`src/rtl/exec_muldiv.sv`:
```
// rtl/exec_muldiv.sv - iterative RV32M multiply/divide unit for the E stage
module exec_muldiv (
    input  logic        clk,
    input  logic        reset,
    input  logic        flush,
    input  logic        start,
    input  logic [2:0]  op,
    input  logic [31:0] rs1_data_E,
    input  logic [31:0] rs2_data_E,
    input  logic [4:0]  rd_E,
    output logic        busy,
    output logic        done,
    output logic [31:0] result,
    output logic [4:0]  rd_out
);
    typedef enum logic [1:0] {IDLE, BUSY, DONE} state_t;

    state_t      state_q;
    logic [2:0]  op_q;
    logic        neg_q;
    logic [31:0] b_q;
    logic [31:0] hi_q;
    logic [31:0] lo_q;
    logic [4:0]  cnt_q;
    logic [4:0]  rd_pend_q;
    logic        done_q;
    logic [31:0] result_q;
    logic [4:0]  rd_q;

    logic        a_signed, b_signed, a_neg, b_neg, neg_d;
    logic [31:0] a_mag, b_mag, fast_res;
    logic        div_zero, div_ovf, fast;

    // MUL/MULH: both signed, MULHSU: rs1 only, MULHU: none; DIV/REM signed
    assign a_signed = op[2] ? ~op[0] : (op[1:0] != 2'b11);
    assign b_signed = op[2] ? ~op[0] : ~op[1];
    assign a_neg    = a_signed & rs1_data_E[31];
    assign b_neg    = b_signed & rs2_data_E[31];
    assign a_mag    = a_neg ? (32'd0 - rs1_data_E) : rs1_data_E;
    assign b_mag    = b_neg ? (32'd0 - rs2_data_E) : rs2_data_E;
    assign neg_d    = (op[2] & op[1]) ? a_neg : (a_neg ^ b_neg);

    assign div_zero = op[2] & (rs2_data_E == 32'd0);
    assign div_ovf  = op[2] & ~op[0] & (rs1_data_E == 32'h8000_0000)
                      & (rs2_data_E == 32'hFFFF_FFFF);
    assign fast     = div_zero | div_ovf;
    assign fast_res = div_zero ? (op[1] ? rs1_data_E : 32'hFFFF_FFFF)
                               : (op[1] ? 32'd0 : 32'h8000_0000);

    logic [32:0] sum;
    logic [32:0] shifted;
    logic [31:0] diff;
    logic [31:0] step_hi, step_lo;
    logic [63:0] prod, prod_s;
    logic [31:0] quo_s, rem_s, iter_res;

    // hi:lo is the running product (multiply) or remainder:quotient (divide)
    always_comb begin
        sum     = {1'b0, hi_q} + {1'b0, b_q};
        shifted = {hi_q, lo_q[31]};
        diff    = shifted[31:0] - b_q;
        step_hi = hi_q;
        step_lo = lo_q;
        if (op_q[2]) begin
            if (shifted >= {1'b0, b_q}) begin
                step_hi = diff;
                step_lo = {lo_q[30:0], 1'b1};
            end else begin
                step_hi = shifted[31:0];
                step_lo = {lo_q[30:0], 1'b0};
            end
        end else if (lo_q[0]) begin
            {step_hi, step_lo} = {sum, lo_q[31:1]};
        end else begin
            {step_hi, step_lo} = {1'b0, hi_q, lo_q[31:1]};
        end
    end

    assign prod     = {step_hi, step_lo};
    assign prod_s   = neg_q ? (64'd0 - prod) : prod;
    assign quo_s    = neg_q ? (32'd0 - step_lo) : step_lo;
    assign rem_s    = neg_q ? (32'd0 - step_hi) : step_hi;
    assign iter_res = op_q[2] ? (op_q[1] ? rem_s : quo_s)
                              : ((op_q[1:0] == 2'b00) ? prod_s[31:0] : prod_s[63:32]);

    always_ff @(posedge clk) begin
        if (reset) begin
            state_q   <= IDLE;
            op_q      <= 3'd0;
            neg_q     <= 1'b0;
            b_q       <= 32'd0;
            hi_q      <= 32'd0;
            lo_q      <= 32'd0;
            cnt_q     <= 5'd0;
            rd_pend_q <= 5'd0;
            done_q    <= 1'b0;
            result_q  <= 32'd0;
            rd_q      <= 5'd0;
        end else begin
            done_q <= 1'b0;
            if (flush) begin
                state_q <= IDLE;
            end else begin
                case (state_q)
                    IDLE: if (start) begin
                        op_q      <= op;
                        neg_q     <= neg_d;
                        rd_pend_q <= rd_E;
                        cnt_q     <= 5'd0;
                        if (fast) begin
                            result_q <= fast_res;
                            rd_q     <= rd_E;
                            done_q   <= 1'b1;
                            state_q  <= DONE;
                        end else begin
                            b_q     <= b_mag;
                            hi_q    <= 32'd0;
                            lo_q    <= a_mag;
                            state_q <= BUSY;
                        end
                    end
                    BUSY: begin
                        hi_q  <= step_hi;
                        lo_q  <= step_lo;
                        cnt_q <= cnt_q + 5'd1;
                        if (cnt_q == 5'd31) begin
                            result_q <= iter_res;
                            rd_q     <= rd_pend_q;
                            done_q   <= 1'b1;
                            state_q  <= DONE;
                        end
                    end
                    default: state_q <= IDLE;
                endcase
            end
        end
    end

    assign busy   = ((state_q == IDLE) & start & ~flush) | (state_q == BUSY);
    assign done   = done_q;
    assign result = result_q;
    assign rd_out = rd_q;
endmodule

```
`config.mk`:
```
export PLATFORM = sky130hd
export DESIGN_NAME = exec_muldiv
export DESIGN_NICKNAME = d
export VERILOG_FILES = /design/src/rtl/exec_muldiv.sv
export SDC_FILE = /design/constraint.sdc
export NUM_CORES = 1
export LEC_CHECK = 0
export CAP_MARGIN = 10
export CORE_AREA = 2 2 154 306
export CTS_BUF_LIST = sky130_fd_sc_hd__clkbuf_16
export CTS_CLUSTER_SIZE = 24
export DETAILED_ROUTE_END_ITERATION = 10
export DIE_AREA = 0 0 156 308
export SLEW_MARGIN = 10
export SYNTH_ARGS = -nofsm -noshare
export SYNTH_HDL_FRONTEND = slang
export SYNTH_SLANG_ARGS = --single-unit
```
`constraint.sdc`:
```
create_clock -name clk -period 6.45 [get_ports clk]
set_input_delay 0.645 -clock clk [delete_from_list [all_inputs] [get_ports clk]]
set_output_delay 0.645 -clock clk [all_outputs]
set_load 0.01 [all_outputs]
```
After elaboration in Yosys (flattened, before gate mapping)
Index checks and enable logic that the tools add are counted.
{"block": "totals", "regBits": 150, "latchBits": 0, "mem_bits_rw": 0, "mem_bits_ro": 0, "in_bits": 76, "out_inout_bits": 39, "wordCells": 100, "memories": 0}
{"block": "classes", "addsub": 8, "multipliers": 0, "div_mod_pow": 0, "magnitude_cmp": 1, "eq_ne": 9, "n_shift": 0, "muxes": 44, "n_bitwise": 16, "reduce_logical": 11}
{"operator": "$mux W32", "count": 22}
{"operator": "$pmux W32 S2", "count": 3}
{"operator": "$sub A1 B32 Y32 const A", "count": 4}
{"operator": "$eq A32 B32 Y1 const B", "count": 2}
{"operator": "$mux W64", "count": 1}
{"operator": "$sub A1 B64 Y64 const A", "count": 1}
{"operator": "$add A32 B32 Y33", "count": 1}
{"operator": "$ge A33 B32 Y1", "count": 1}
{"operator": "$logic_not A32 Y1", "count": 1}
{"operator": "$sub A32 B32 Y32", "count": 1}
{"operator": "$mux W5", "count": 4}
{"operator": "$pmux W5 S2", "count": 2}
{"operator": "$ne A2 B2 Y1 const B", "count": 5}
{"operator": "$and A1 B1 Y1", "count": 9}
{"operator": "$reduce_and A4 Y1", "count": 2}
{"operator": "$mux W1", "count": 7}
{"operator": "$mux W2", "count": 3}
{"operator": "$reduce_and A3 Y1", "count": 2}
{"operator": "$add A5 B1 Y5 const B", "count": 1}
{"operator": "$eq A5 B5 Y1 const B", "count": 1}
{"operator": "$reduce_and A5 Y1", "count": 1}
{"operator": "$logic_not A2 Y1", "count": 2}
{"operator": "$not A1 Y1", "count": 4}
{"operator": "$pmux W2 S2", "count": 1}
{"operator": "other kinds (7)", "count": 8}

Logic depth before layout (Yosys ltp)
Gate-level depths: netlist of run 1.
{"block": "depth", "ltp_word": 9, "depth_mapped": 23, "ltp_nobuf": 21}

Least setup slack after synthesis of run 1
OpenSTA, ideal clock, no wires.
{"block": "synth_timing", "kind": "reg-to-reg", "from": "register b_q[9]", "to": "register result_q[28] (netlist: result[28])", "setup_ns": 0.091, "arrival_time_ns": 4.516, "required_time_ns": 6.359, "path_slack_ns": 1.843, "path_stages_with_launch": 21, "path_buffers": 3, "synth_period_minus_slack_ns": 4.607, "path_cell_list": "dfxtp_1 -> inv_1 -> ha_1 -> buf_4 -> nand2_2 -> nor2_2 -> o2111ai_2 -> and3b_1 -> buf_6 -> o21ai_4 -> buf_4 -> mux2i_1 -> a21oi_2 -> ha_1 -> o21ai_0 -> a211oi_1 -> nand4_1 -> o41ai_2 -> o22ai_1 -> or4_1 -> a311oi_1"}
{"block": "synth_via", "elab_chain_len": 9, "elab_cells_between_ends": 19, "cone_classes": "add/sub (5); order compare (1); mux (13)"}
{"item": "start: declaration", "line": "21", "rtl": "logic [31:0] b_q;"}
{"item": "start signal: assignment", "line": "116", "rtl": "b_q <= b_mag;"}
{"item": "$add A32 B32 Y33 (tied with other cells)", "line": "59", "rtl": "sum = {1'b0, hi_q} + {1'b0, b_q};"}
{"item": "$mux W32 (tied with other cells)", "line": "72", "rtl": "end else if (lo_q[0]) begin"}
{"item": "$mux W32", "line": "64", "rtl": "if (op_q[2]) begin"}
{"item": "$sub A1 B64 Y64 (tied with other cells)", "line": "80", "rtl": "assign prod_s = neg_q ? (64'd0 - prod) : prod;"}
{"item": "$mux W64 (tied with other cells)", "line": "80"}
{"item": "$mux W32 (on tied branches)", "line": "84, 83"}
{"item": "$mux W32 *", "line": "83", "rtl": "assign iter_res = op_q[2] ? (op_q[1] ? rem_s : quo_s)"}
{"item": "$mux W32 *", "line": "126", "rtl": "if (cnt_q == 5'd31) begin"}
{"item": "$pmux W32 S2 *", "line": "104", "rtl": "case (state_q)"}
{"item": "end signal: assignment", "line": "111", "rtl": "result_q <= fast_res;"}
{"item": "end signal: assignment", "line": "127", "rtl": "result_q <= iter_res;"}
{"item": "end: declaration", "line": "27", "rtl": "logic [31:0] result_q;"}
Every way passes the cells marked *; elsewhere a longest branch is shown, timed or not. The select of a mux whose other input is x is not followed.
A chain may end at the register's enable or synchronous reset.

Worst setup path in the final report of run 1
{"block": "layout_timing", "from": "register b_q[26]", "to": "register result_q[6] (netlist: result[6])"}
{"block": "layout_via", "elab_chain_len": 9, "elab_cells_between_ends": 16, "cone_classes": "add/sub (3); order compare (1); mux (12)"}
{"item": "$ge A33 B32 Y1 *", "line": "65", "rtl": "if (shifted >= {1'b0, b_q}) begin"}
{"item": "$mux W1 or $mux W32 (tied branches)", "line": "65"}
{"item": "$mux W32", "line": "64"}
{"item": "$sub A1 B64 Y64 (tied with other cells)", "line": "80"}
{"item": "$mux W64 (tied with other cells)", "line": "80"}
{"item": "$mux W32 (on tied branches)", "line": "84, 83"}
{"item": "$mux W32 *", "line": "83"}
{"item": "$mux W32 *", "line": "126"}
{"item": "$pmux W32 S2 *", "line": "104"}
Marks and branches as above.

==> flow_metrics.tcl, run 1 <==
set metrics [dict create \
    grt_overflow 0 \
    crit_fanout 7 \
    cts.path.max_buffers 2 \
    die_width_um 156 \
    synth_warnings 0 \
    synth_top_family_by_area "compound AO/OA/AOI/OAI gates" \
    place_congestion 1.032 \
    worstHoldStart "rd_pend_q[3]" \
    drt_iter0_drc 1408 \
    clk_latency_ps 480 \
    timing.final.crit_share_pct 94.08 \
    numPortBuffers 114 \
    synth_compound_area_share_pct 33.61 \
    synthArstFlopShare_pct 0 \
    synth_xor_area_share_pct 8.456 \
    route.detailed.drc 0 \
    netlist_area_sq_um 15850 \
    syn2layout_area_growth_pct 14.76 \
    vias 18340 \
    cts_tree "yes" \
    nFillCells 4770 \
    cpMostUsedCell "o21ai_0" \
    hold_path_class "reg -> reg" \
    start_util_pct 34.68 \
    min_period_ps 6068 \
    grt_max_degree 72 \
    synthSimpleGateAreaFrac_pct 24.07 \
    drtPass1Iterations 7 \
    skew_ps 17.03 \
    r2r_cells 19 \
    setup.worst_path.end_class "flop" \
    synthAdderAreaFrac_pct 5.858 \
    p_per_area_nw_per_um2 184.5 \
    rr_endpoint "result[6]" \
    r2r_slack_ps 380 \
    layout.nets 2428 \
    grt_pass1_wl_um 117900 \
    postLayoutCoreUtil_pct 39.80 \
    postCtsSetupBuffers 0 \
    cp_data_required_time_ps 6840 \
    cts.hold.buffers_added 0 \
    holdPathStages 2 \
    whs_endpoint "rd_pend_q[3]" \
    cts_made_buffers 17 \
    grt_pass1_vias 18250 \
    synth_nets 2378 \
    clock.fmax_ghz 0.1648 \
    hpwlAfterDp_um 63970 \
    r2r_start "b_q[26]" \
    cts_root_buf "clkbuf_16" \
    dieArea_sq_um 48050 \
    grt_use_total_pct 33.36 \
    wire_per_inst_um 28.26 \
    synth-edff-count 0 \
    synth.mux.area_fraction_pct 3.569 \
    avgViaCountPerCell 6.418 \
    ys_seq_elements 150 \
    slowest_stage "a2111oi_2" \
    drive_gt1_share_pct 7.417 \
    ys.flop_type "dfxtp_1" \
    die_h_um 308 \
    p_leak_nw 6.701 \
    rsz0062_at_grt "no" \
    syn_inst 2229 \
    routed_wl_um 80770 \
    avgSynthCellArea_sq_um 7.110 \
    final_hold_viol_count 0 \
    antenna_found_initial 0 \
    clkTransAtPathRegs_ps 80 \
    cp.arrival_ps 6460 \
    synth_seq_area_share_pct 18.95 \
    tns_ps 0 \
    slew_headroom_pct 15.34 \
    synthDistinctLibCells 103 \
    core_sq_um 45690 \
    clock_sinks 150 \
    cp-start-kind "flop" \
    path_class "reg -> reg" \
    rows 111 \
    crit_chain "inv_1 -> ha_1 -> a21oi_1 -> o21ai_1 -> a2111oi_2 -> o211ai_2 -> a21oi_2 -> nand2_1 -> o21ai_0 -> ha_1 -> o211ai_1 -> or3_1 -> nor2_1 -> nand3_1 -> o21ai_0 -> xnor2_1 -> a221oi_1 -> o21ai_0 -> a311oi_1" \
    drv_slew 0 \
    peakVddDrop_mv 0.2133 \
    slowest_delay_ps 640 \
    top_level_ports 115 \
    drt.antenna.violating_nets 0 \
    drv_cap 0 \
    status "finished clean" \
    tightest_slew_ps 1262 \
    cts_resized 0 \
    h-tree-depth 4 \
    setup_violations 0 \
]
cells in the final DEF, fill, tap and decap left out, drive strengths merged, types with 10 or more instances in the layout:
cell type      netlist  layout
a311oi              30      30
o21ai              156     156
mux2                12      12
mux2i               43      43
nand2b              17      17
xnor2               82      82
clkdlybuf4s50        0     113
and3                17      17
nor2               311     311
nand2              203     203
ha                  71      71
a211oi              95      95
o41ai               13      13
or3                 32      32
o22ai               16      16
buf                 38      64
a2111oi             13      13
o21a                12      12
nand4               31      31
a31oi               26      26
o211ai              30      30
xor2                71      71
or2                 10      10
a21oi              189     189
a22oi               34      34
o31ai               27      27
clkbuf             109      17
nor2b               17      17
a221oi              13      13
o211a               12      12
a21o                24      24
and2                15      15
dfxtp              150     150
nand3               49      49
inv                 65      74
nor3                58      58
nor4                16      16
metal layers:
layer / track usage (%) / vias to the layer above / share of wire (%)
met3: 3.653 / 313 / 4.2
met4: 35.65 / 0 / 13
met2: 60.04 / 819 / 50
li1: - / 8396 / -
met5: 0 / - / 0
met1: 31.02 / 8815 / 32
critical path, delay by kind of cell, from the launching register on:
family                     cells  cell delay, ps
DFF                            1             370
and+or+nand+nor                4            1280
xor gates and xnor gates       1             140
AOI/OAI and AO/OA             11            3520
adders and majority gates      2             610
buffers and inverters          1              50
synthesized netlist by cell type, types with 31 or more instances:
library cell | number | area share, %
xor2_1 | 71 | 3.9
a22oi_1 | 33 | 1.6
a21oi_1 | 184 | 5.8
mux2i_1 | 43 | 2.7
nand2_1 | 201 | 4.8
o21ai_0 | 146 | 4.6
or3_1 | 32 | 1.3
xnor2_1 | 82 | 4.5
nand3_1 | 46 | 1.5
inv_1 | 65 | 1.5
clkbuf_1 | 108 | 2.6
ha_1 | 71 | 5.6
a211oi_1 | 93 | 4.4
nor2_1 | 309 | 7.3
dfxtp_1 | 150 | 19
nand4_1 | 31 | 1.2
nor3_1 | 57 | 1.8
through the flow:
stage          hold slack (ps)  total power [mW]  cells  cell area [sq um]  setup slack, ps
2_1_floorplan            436.2             1.809   2229              15850             1843
3_3_place_gp             441.9             2.287   2824              17590            687.3
3_5_place_dp             448.5             2.287   2824              17590            655.5
4_1_cts                  459.1             3.332   2856              18170            625.0
5_1_grt                  483.5             3.482   2857              18180            119.5
6_report                 457.7             3.356   2858              18190            381.7
state kept, by name, indices dropped and copies added, names as in the netlist:
signal,cells
b_q,32
hi_q,32
lo_q,32
result,32
cnt_q,5
rd_out,5
rd_pend_q,5
op_q,3
state_q,2
done,1
neg_q,1
where the power goes:
group | internal [mW] | leakage [nW] | switching, mW
clock network | 0.517 | 0.283 | 0.531
logic | 0.427 | 5.20 | 0.861
registers | 0.965 | 1.22 | 0.0559
final cells by class:
cell class	count	area (sq um)	share of cell area [%]
inverters	67	251.5	1.383
diodes	1	2.502	0.01376
multi-input cells	1865	12000	65.97
repair buffers	178	1637	8.998
flip-flops and latches	150	3008	16.54
well taps	565	706.9	3.887
clock inverters	15	157.7	0.8668
clock buffers	17	425.4	2.339
logic make-up (layout without fill, tap and decap cells):
| group | Yosys count | in the layout |
|---|---|---|
| compound gates | 774 | 774 |
| fa+ha+maj | 73 | 73 |
| simple gates | 810 | 810 |
| other cells | 0 | 1 |
| buf+inv | 214 | 277 |
| flops | 150 | 150 |
| mux | 55 | 55 |
| xor+xnor | 153 | 153 |
worst max-delay path by stage:
| stage | from | endpoint | slack (ps) | cells after the start |
|---|---|---|---|---|
| after floorplan | b_q[9] | result[28] | 1840 | 20 |
| after global placement | b_q[26] | result[25] | 690 | 16 |
| after detailed placement | b_q[26] | result[6] | 660 | 19 |
| after CTS | b_q[26] | result[6] | 620 | 19 |
| after global routing | b_q[9] | result[20] | 120 | 18 |
| final | b_q[26] | result[6] | 380 | 19 |
(Power assumes the default switching activity.)
==> run 2: changes to the inputs <==
--- a/config.mk
+++ b/config.mk
@@ -11,6 +11,7 @@
 export CTS_CLUSTER_SIZE = 24
 export DETAILED_ROUTE_END_ITERATION = 10
 export DIE_AREA = 0 0 156 308
+export PLACE_DENSITY = 0.59
 export SLEW_MARGIN = 10
 export SYNTH_ARGS = -nofsm -noshare
 export SYNTH_HDL_FRONTEND = slang
==> run 2 against run 1 <==
Highest routed layer unchanged. Sequential power is essentially flat. Fmax is 2.8% higher. Cell count is 0.42% lower. Clock power about the same. Non-clock buffer count shrank 14. Combinational power is 3% lower. Via count shrank 2.2%. Critical path depth shrank 1. Clock skew is 0.89 ps higher. Register-to-register slack better by 170 ps.
==> flow_metrics.tcl, run 2 (synthesized netlist as in run 1, its figures left out) <==
set metrics [dict create \
    tns_ps 0 \
    drv_cap 0 \
    layout.nets 2414 \
    dieArea_sq_um 48050 \
    cp.arrival_ps 6270 \
    seqCellArea_sq_um 3008 \
    slowest_stage "ha_1" \
    wire_per_inst_um 27.43 \
    clock.fmax_ghz 0.1694 \
    syn2layout_area_growth_pct 14.08 \
    core_sq_um 45690 \
    p_leak_nw 6.632 \
    start_util_pct 34.68 \
    drive_gt1_share_pct 6.936 \
    status "finished clean" \
    cts_tree "yes" \
    cts_resized 0 \
    fin_area_sq_um 18080 \
    cp-startpoint "b_q[9]" \
    cp_top_family "compound AO/OA/AOI/OAI gates" \
    grt_overflow 0 \
    crit_fanout 13 \
    cpMostUsedCell "o21ai_0" \
    tightest_slew_ps 1132 \
    hold_path_class "reg -> reg" \
    crit_path_end "result[20]" \
    min_period_ps 5903 \
    hpwlAfterDp_um 62240 \
    r2r_cells 18 \
    clock_sinks 150 \
    drt.antenna.violating_nets 0 \
    grt_use_total_pct 32.30 \
    drv_slew 0 \
    die_width_um 156 \
    slowest_delay_ps 510 \
    die_h_um 308 \
    nFillCells 4825 \
    skew_ps 17.92 \
    cp_data_required_time_ps 6820 \
    routed_wl_um 78060 \
    peakVddDrop_mv 0.2069 \
    cts_root_buf "clkbuf_16" \
    setup_violations 0 \
    place_congestion 1.036 \
    setup.worst_path.end_class "flop" \
    antenna_found_initial 3 \
    slew_headroom_pct 23.99 \
    grt_pass1_wl_um 114600 \
    crit_chain "inv_1 -> ha_1 -> nand2_2 -> nor2_2 -> o2111ai_2 -> and3b_1 -> o21ai_4 -> mux2i_1 -> a21oi_2 -> ha_1 -> o21ai_0 -> a211oi_1 -> nand4_1 -> o21ai_1 -> o21ai_0 -> o21ai_0 -> nand3_1 -> a311oi_1" \
    cts.path.max_buffers 2 \
    postCtsSetupBuffers 0 \
    r2r_slack_ps 550 \
    rr_endpoint "result[20]" \
    r2r_start "b_q[9]" \
    top_level_ports 115 \
    place_area_sq_um 17510 \
    cp-start-kind "flop" \
    worst-path-buf-inv 1 \
    numPortBuffers 114 \
    final_cell_mix "307 x nor2_1, 201 x nand2_1, 184 x a21oi_1, 148 x dfxtp_1, 145 x o21ai_0" \
    rows 111 \
    clkTransAtPathRegs_ps 80 \
    drtPass1Iterations 6 \
    final_hold_viol_count 0 \
    timing.final.crit_share_pct 91.52 \
    rsz0062_at_grt "no" \
    vias 17930 \
    cts.hold.buffers_added 0 \
    multi_input_area_sq_um 12000 \
    drt_iter0_drc 1346 \
    cts_made_buffers 17 \
    route.detailed.drc 0 \
    cp_num_cells 18 \
    grt_pass1_vias 17820 \
    p_per_area_nw_per_um2 182.3 \
    path_class "reg -> reg" \
    clk_latency_ps 470 \
    h-tree-depth 4 \
    avgViaCountPerCell 6.301 \
    grt_max_degree 75 \
    final_common_cell "nor2_1" \
]
[run 2: changes by cell type in the layout (fill, tap and decap cells not counted), sizes merged]
cell          previous run  this run
dlymetal6s2s             1         0
buf                     64        51
inv                     74        75
bufinv                   0         1
diode                    1         3
clkinvlp                 1         0
clkinv                   7         6
[run 2: area by class of cell]
type / count / share of cell area, %
multi-input combinational: 1865 / 66.39
sequential: 150 / 16.64
timing repair buffer: 164 / 8.513
tap: 565 / 3.910
clock buffer: 17 / 2.353
inverter: 67 / 1.391
clock inverter: 15 / 0.7682
antenna: 3 / 0.04153
[run 2: worst reg2reg max path: cells and delay by family, from the launching register on]
kind / cells / cell delay (ps)
buf+inv: 1 / 60
fa+ha+maj: 2 / 770
compound gates: 9 / 2990
mux: 1 / 220
flops: 1 / 370
simple gates: 5 / 1410
[run 2: worst min path at each step]
stage | start | endpoint | slack [ps] | cells after the start
2_1_floorplan | cnt_q[4] | cnt_q[4] | 440 | 2
3_3_place_gp | rd_pend_q[0] | rd_pend_q[0] | 440 | 2
3_5_place_dp | rd_pend_q[3] | rd_pend_q[3] | 450 | 2
4_1_cts | rd_pend_q[3] | rd_pend_q[3] | 460 | 2
5_1_grt | rd_pend_q[1] | rd_pend_q[1] | 480 | 2
6_report | rd_pend_q[4] | rd_pend_q[4] | 460 | 2
[run 2: metal layers]
metal / vias to the layer above / part of all wire, % / global-route usage (%)
li1: 8339 / - / -
met5: - / 0 / 0
met4: 0 / 13 / 35.55
met1: 8623 / 33 / 29.44
met3: 295 / 3.6 / 3.527
met2: 676 / 50 / 58.37
[run 2: power breakdown]
part | internal (mW) | total (mW) | switching (mW)
combinational | 0.419 | 1.25 | 0.835
sequential | 0.965 | 1.02 | 0.0520
clock | 0.540 | 1.03 | 0.486
total | 1.92 | 3.30 | 1.37
[run 2: per-stage QoR]
step                      setup slack [ps]  util, %  instances  power (mW)  hold WS [ps]
after global placement               526.6    38.31       2811       2.259         441.7
after CTS                            410.6    39.55       2843       3.291         459.2
after global routing                 143.4    39.56       2845       3.425         484.3
after detailed placement             478.2    38.31       2811       2.259         448.6
after floorplan                       1843        -       2229       1.809         436.2
final                                547.1    39.57       2846       3.296         459.8
==> run 3: changes to the inputs <==
--- a/config.mk
+++ b/config.mk
@@ -8,10 +8,10 @@
 export CAP_MARGIN = 10
 export CORE_AREA = 2 2 154 306
 export CTS_BUF_LIST = sky130_fd_sc_hd__clkbuf_16
-export CTS_CLUSTER_SIZE = 24
 export DETAILED_ROUTE_END_ITERATION = 10
 export DIE_AREA = 0 0 156 308
 export PLACE_DENSITY = 0.59
+export SETUP_SLACK_MARGIN = 0.4
 export SLEW_MARGIN = 10
 export SYNTH_ARGS = -nofsm -noshare
 export SYNTH_HDL_FRONTEND = slang
==> run 3 against run 2 <==
Fmax grew 3.0%. Setup slack better by 170 ps. Hold slack improved by 1.8 ps. Die area unchanged. Routed wire length up 0.11%. Non-clock buffer count increased by 4. First-iteration DRC count is 1.0% higher. Sequential cell count stayed put. Sequential share of layout area hardly changed. Via count is essentially flat. Total power grew 0.25%. Clock skew shrank 1.4 ps. Critical path type unchanged. Largest cell class unchanged. Highest routed layer unchanged.
==> flow_metrics.tcl, run 3 (synthesized netlist as in run 1, its figures left out) <==
set metrics [dict create \
    drt.antenna.violating_nets 0 \
    die_h_um 308 \
    antenna_found_initial 3 \
    grt_busiest_layer "met2" \
    dp_slack_ps 478.2 \
    numPortBuffers 114 \
    grt_use_met1_pct 29.44 \
    worstHoldStart "rd_pend_q[3]" \
    h-tree-depth 4 \
    final_cells 2849 \
    clk_latency_ps 470 \
    placed_cells 2811 \
    p_leak_nw 6.653 \
    comb_power_share_pct 38.1 \
    drtPass1Iterations 5 \
    cts_root_buf "clkbuf_16" \
    multi_input_area_sq_um 12010 \
    cp.arrival_ps 6070 \
    clock_sinks 150 \
    cp-startpoint "hi_q[2]" \
    place_congestion 1.036 \
    setup.worst_path.end_class "flop" \
    rsz0062_at_grt "no" \
    postLayoutCoreUtil_pct 39.65 \
    drt_iter0_drc 1360 \
    setup_violations 0 \
    cp_data_required_time_ps 6790 \
    wire_per_inst_um 27.43 \
    cts_tree "yes" \
    final_hold_viol_count 0 \
    r2r_start "hi_q[2]" \
    top_level_ports 115 \
    layout.nets 2418 \
    crit_fanout 19 \
    fin_area_sq_um 18110 \
    hpwlAfterDp_um 62240 \
    power.switching_mw 1.377 \
    p_per_area_nw_per_um2 182.4 \
    dieArea_sq_um 48050 \
    path_class "reg -> reg" \
    route.detailed.drc 0 \
    drv_slew 0 \
    grt_overflow 0 \
    final_cell_mix "306 x nor2_1, 201 x nand2_1, 184 x a21oi_1, 148 x dfxtp_1, 144 x o21ai_0" \
    timing.final.crit_share_pct 88.82 \
    tightest_slew_ps 1135 \
    cts_made_buffers 17 \
    die_width_um 156 \
    avgViaCountPerCell 6.293 \
    grt_use_total_pct 32.30 \
    internal-power_mw 1.927 \
    syn2layout_area_growth_pct 14.31 \
    clock.fmax_ghz 0.1746 \
    min_period_ps 5729 \
    met2_usage_pct 58.37 \
    drive_gt1_share_pct 7.230 \
    hold_path_class "reg -> reg" \
    nFillCells 4826 \
    use_met3_pct 3.527 \
    grt_max_degree 75 \
    drv_cap 0 \
    vias 17930 \
    place_area_sq_um 17510 \
    p_sw_share_pct 41.68 \
    skew_ps 16.47 \
    cp-start-kind "flop" \
    core_sq_um 45690 \
    status "finished clean" \
    clkPwrFrac_pct 31.1 \
    clkTransAtPathRegs_ps 80 \
    setup_slack_ps 721.0 \
    final_common_cell "nor2_1" \
    peakVddDrop_mv 0.2074 \
    grt_pass1_vias 17820 \
    slew_headroom_pct 23.78 \
    seqCellArea_sq_um 3008 \
    tns_ps 0 \
    grt_pass1_wl_um 114600 \
    p_seq_share_pct 30.8 \
    cts.path.max_buffers 2 \
    rows 111 \
    start_util_pct 34.68 \
    routed_wl_um 78140 \
]
## run 3: cell count changes in the layout (fill, tap and decap cells not counted), sizes merged
cell	delta
buf	+4
diode	-1
## run 3: layout make-up
class	instances	share of cell area (%)
repair buffers	168	8.661
multi-input cells	1865	66.30
clock buffers	17	2.348
diodes	2	0.02763
flip-flops and latches	150	16.60
inverters	67	1.388
clock inverters	15	0.7667
well taps	565	3.902
## run 3: repair_timing
action	in CTS	in global routing
endpoints found under the setup margin	0	7
gates resized for setup	0	5
setup buffers	0	4
hold buffers	0	0
## run 3: layer usage
layer | up-vias | part of all wire (%)
li1 | 8360 | -
met1 | 8557 | 32
met2 | 702 | 50
met3 | 310 | 3.8
met4 | 0 | 13
met5 | - | 0
## run 3: power groups by stage
stage	combinational (mW)	sequential, mW	clock, mW
after detailed placement	1.22	1.04	0
after global routing	1.34	1.02	1.07
after CTS	1.23	1.02	1.05
final	1.26	1.02	1.03
after floorplan	0.793	1.02	0
after global placement	1.22	1.04	0
## run 3: stage by stage
| stage | hold WS, ps | power (mW) |
|---|---|---|
| 3_5_place_dp | 448.6 | 2.259 |
| 6_report | 461.5 | 3.305 |
| 3_3_place_gp | 441.7 | 2.259 |
| 4_1_cts | 459.2 | 3.291 |
| 2_1_floorplan | 436.2 | 1.809 |
| 5_1_grt | 484.3 | 3.431 |
## run 3: worst max-delay path, stage by stage (launching register included)
cell       delay [ps]
dfxtp_1           390
ha_1              390
nand2_1           200
a211oi_2          430
o2111ai_2         270
nand3b_1          390
a21oi_2           100
buf_4             260
o211ai_1          590
nand3_1           280
nor3_1            580
nand4_1           580
o31ai_1           430
xnor2_1           130
a221oi_1          500
nor3_1             80
## run 3: path summary, 6_finish.rpt
| check | depth (start not counted) | slack, ps | end |
|---|---|---|---|
| setup reg to reg | 15 | 720 | result[23] |
| setup / recovery | 15 | 720 | result[23] |
| hold / removal | 2 | 460 | rd_pend_q[3] |
| hold reg to reg | 2 | 460 | rd_pend_q[3] |
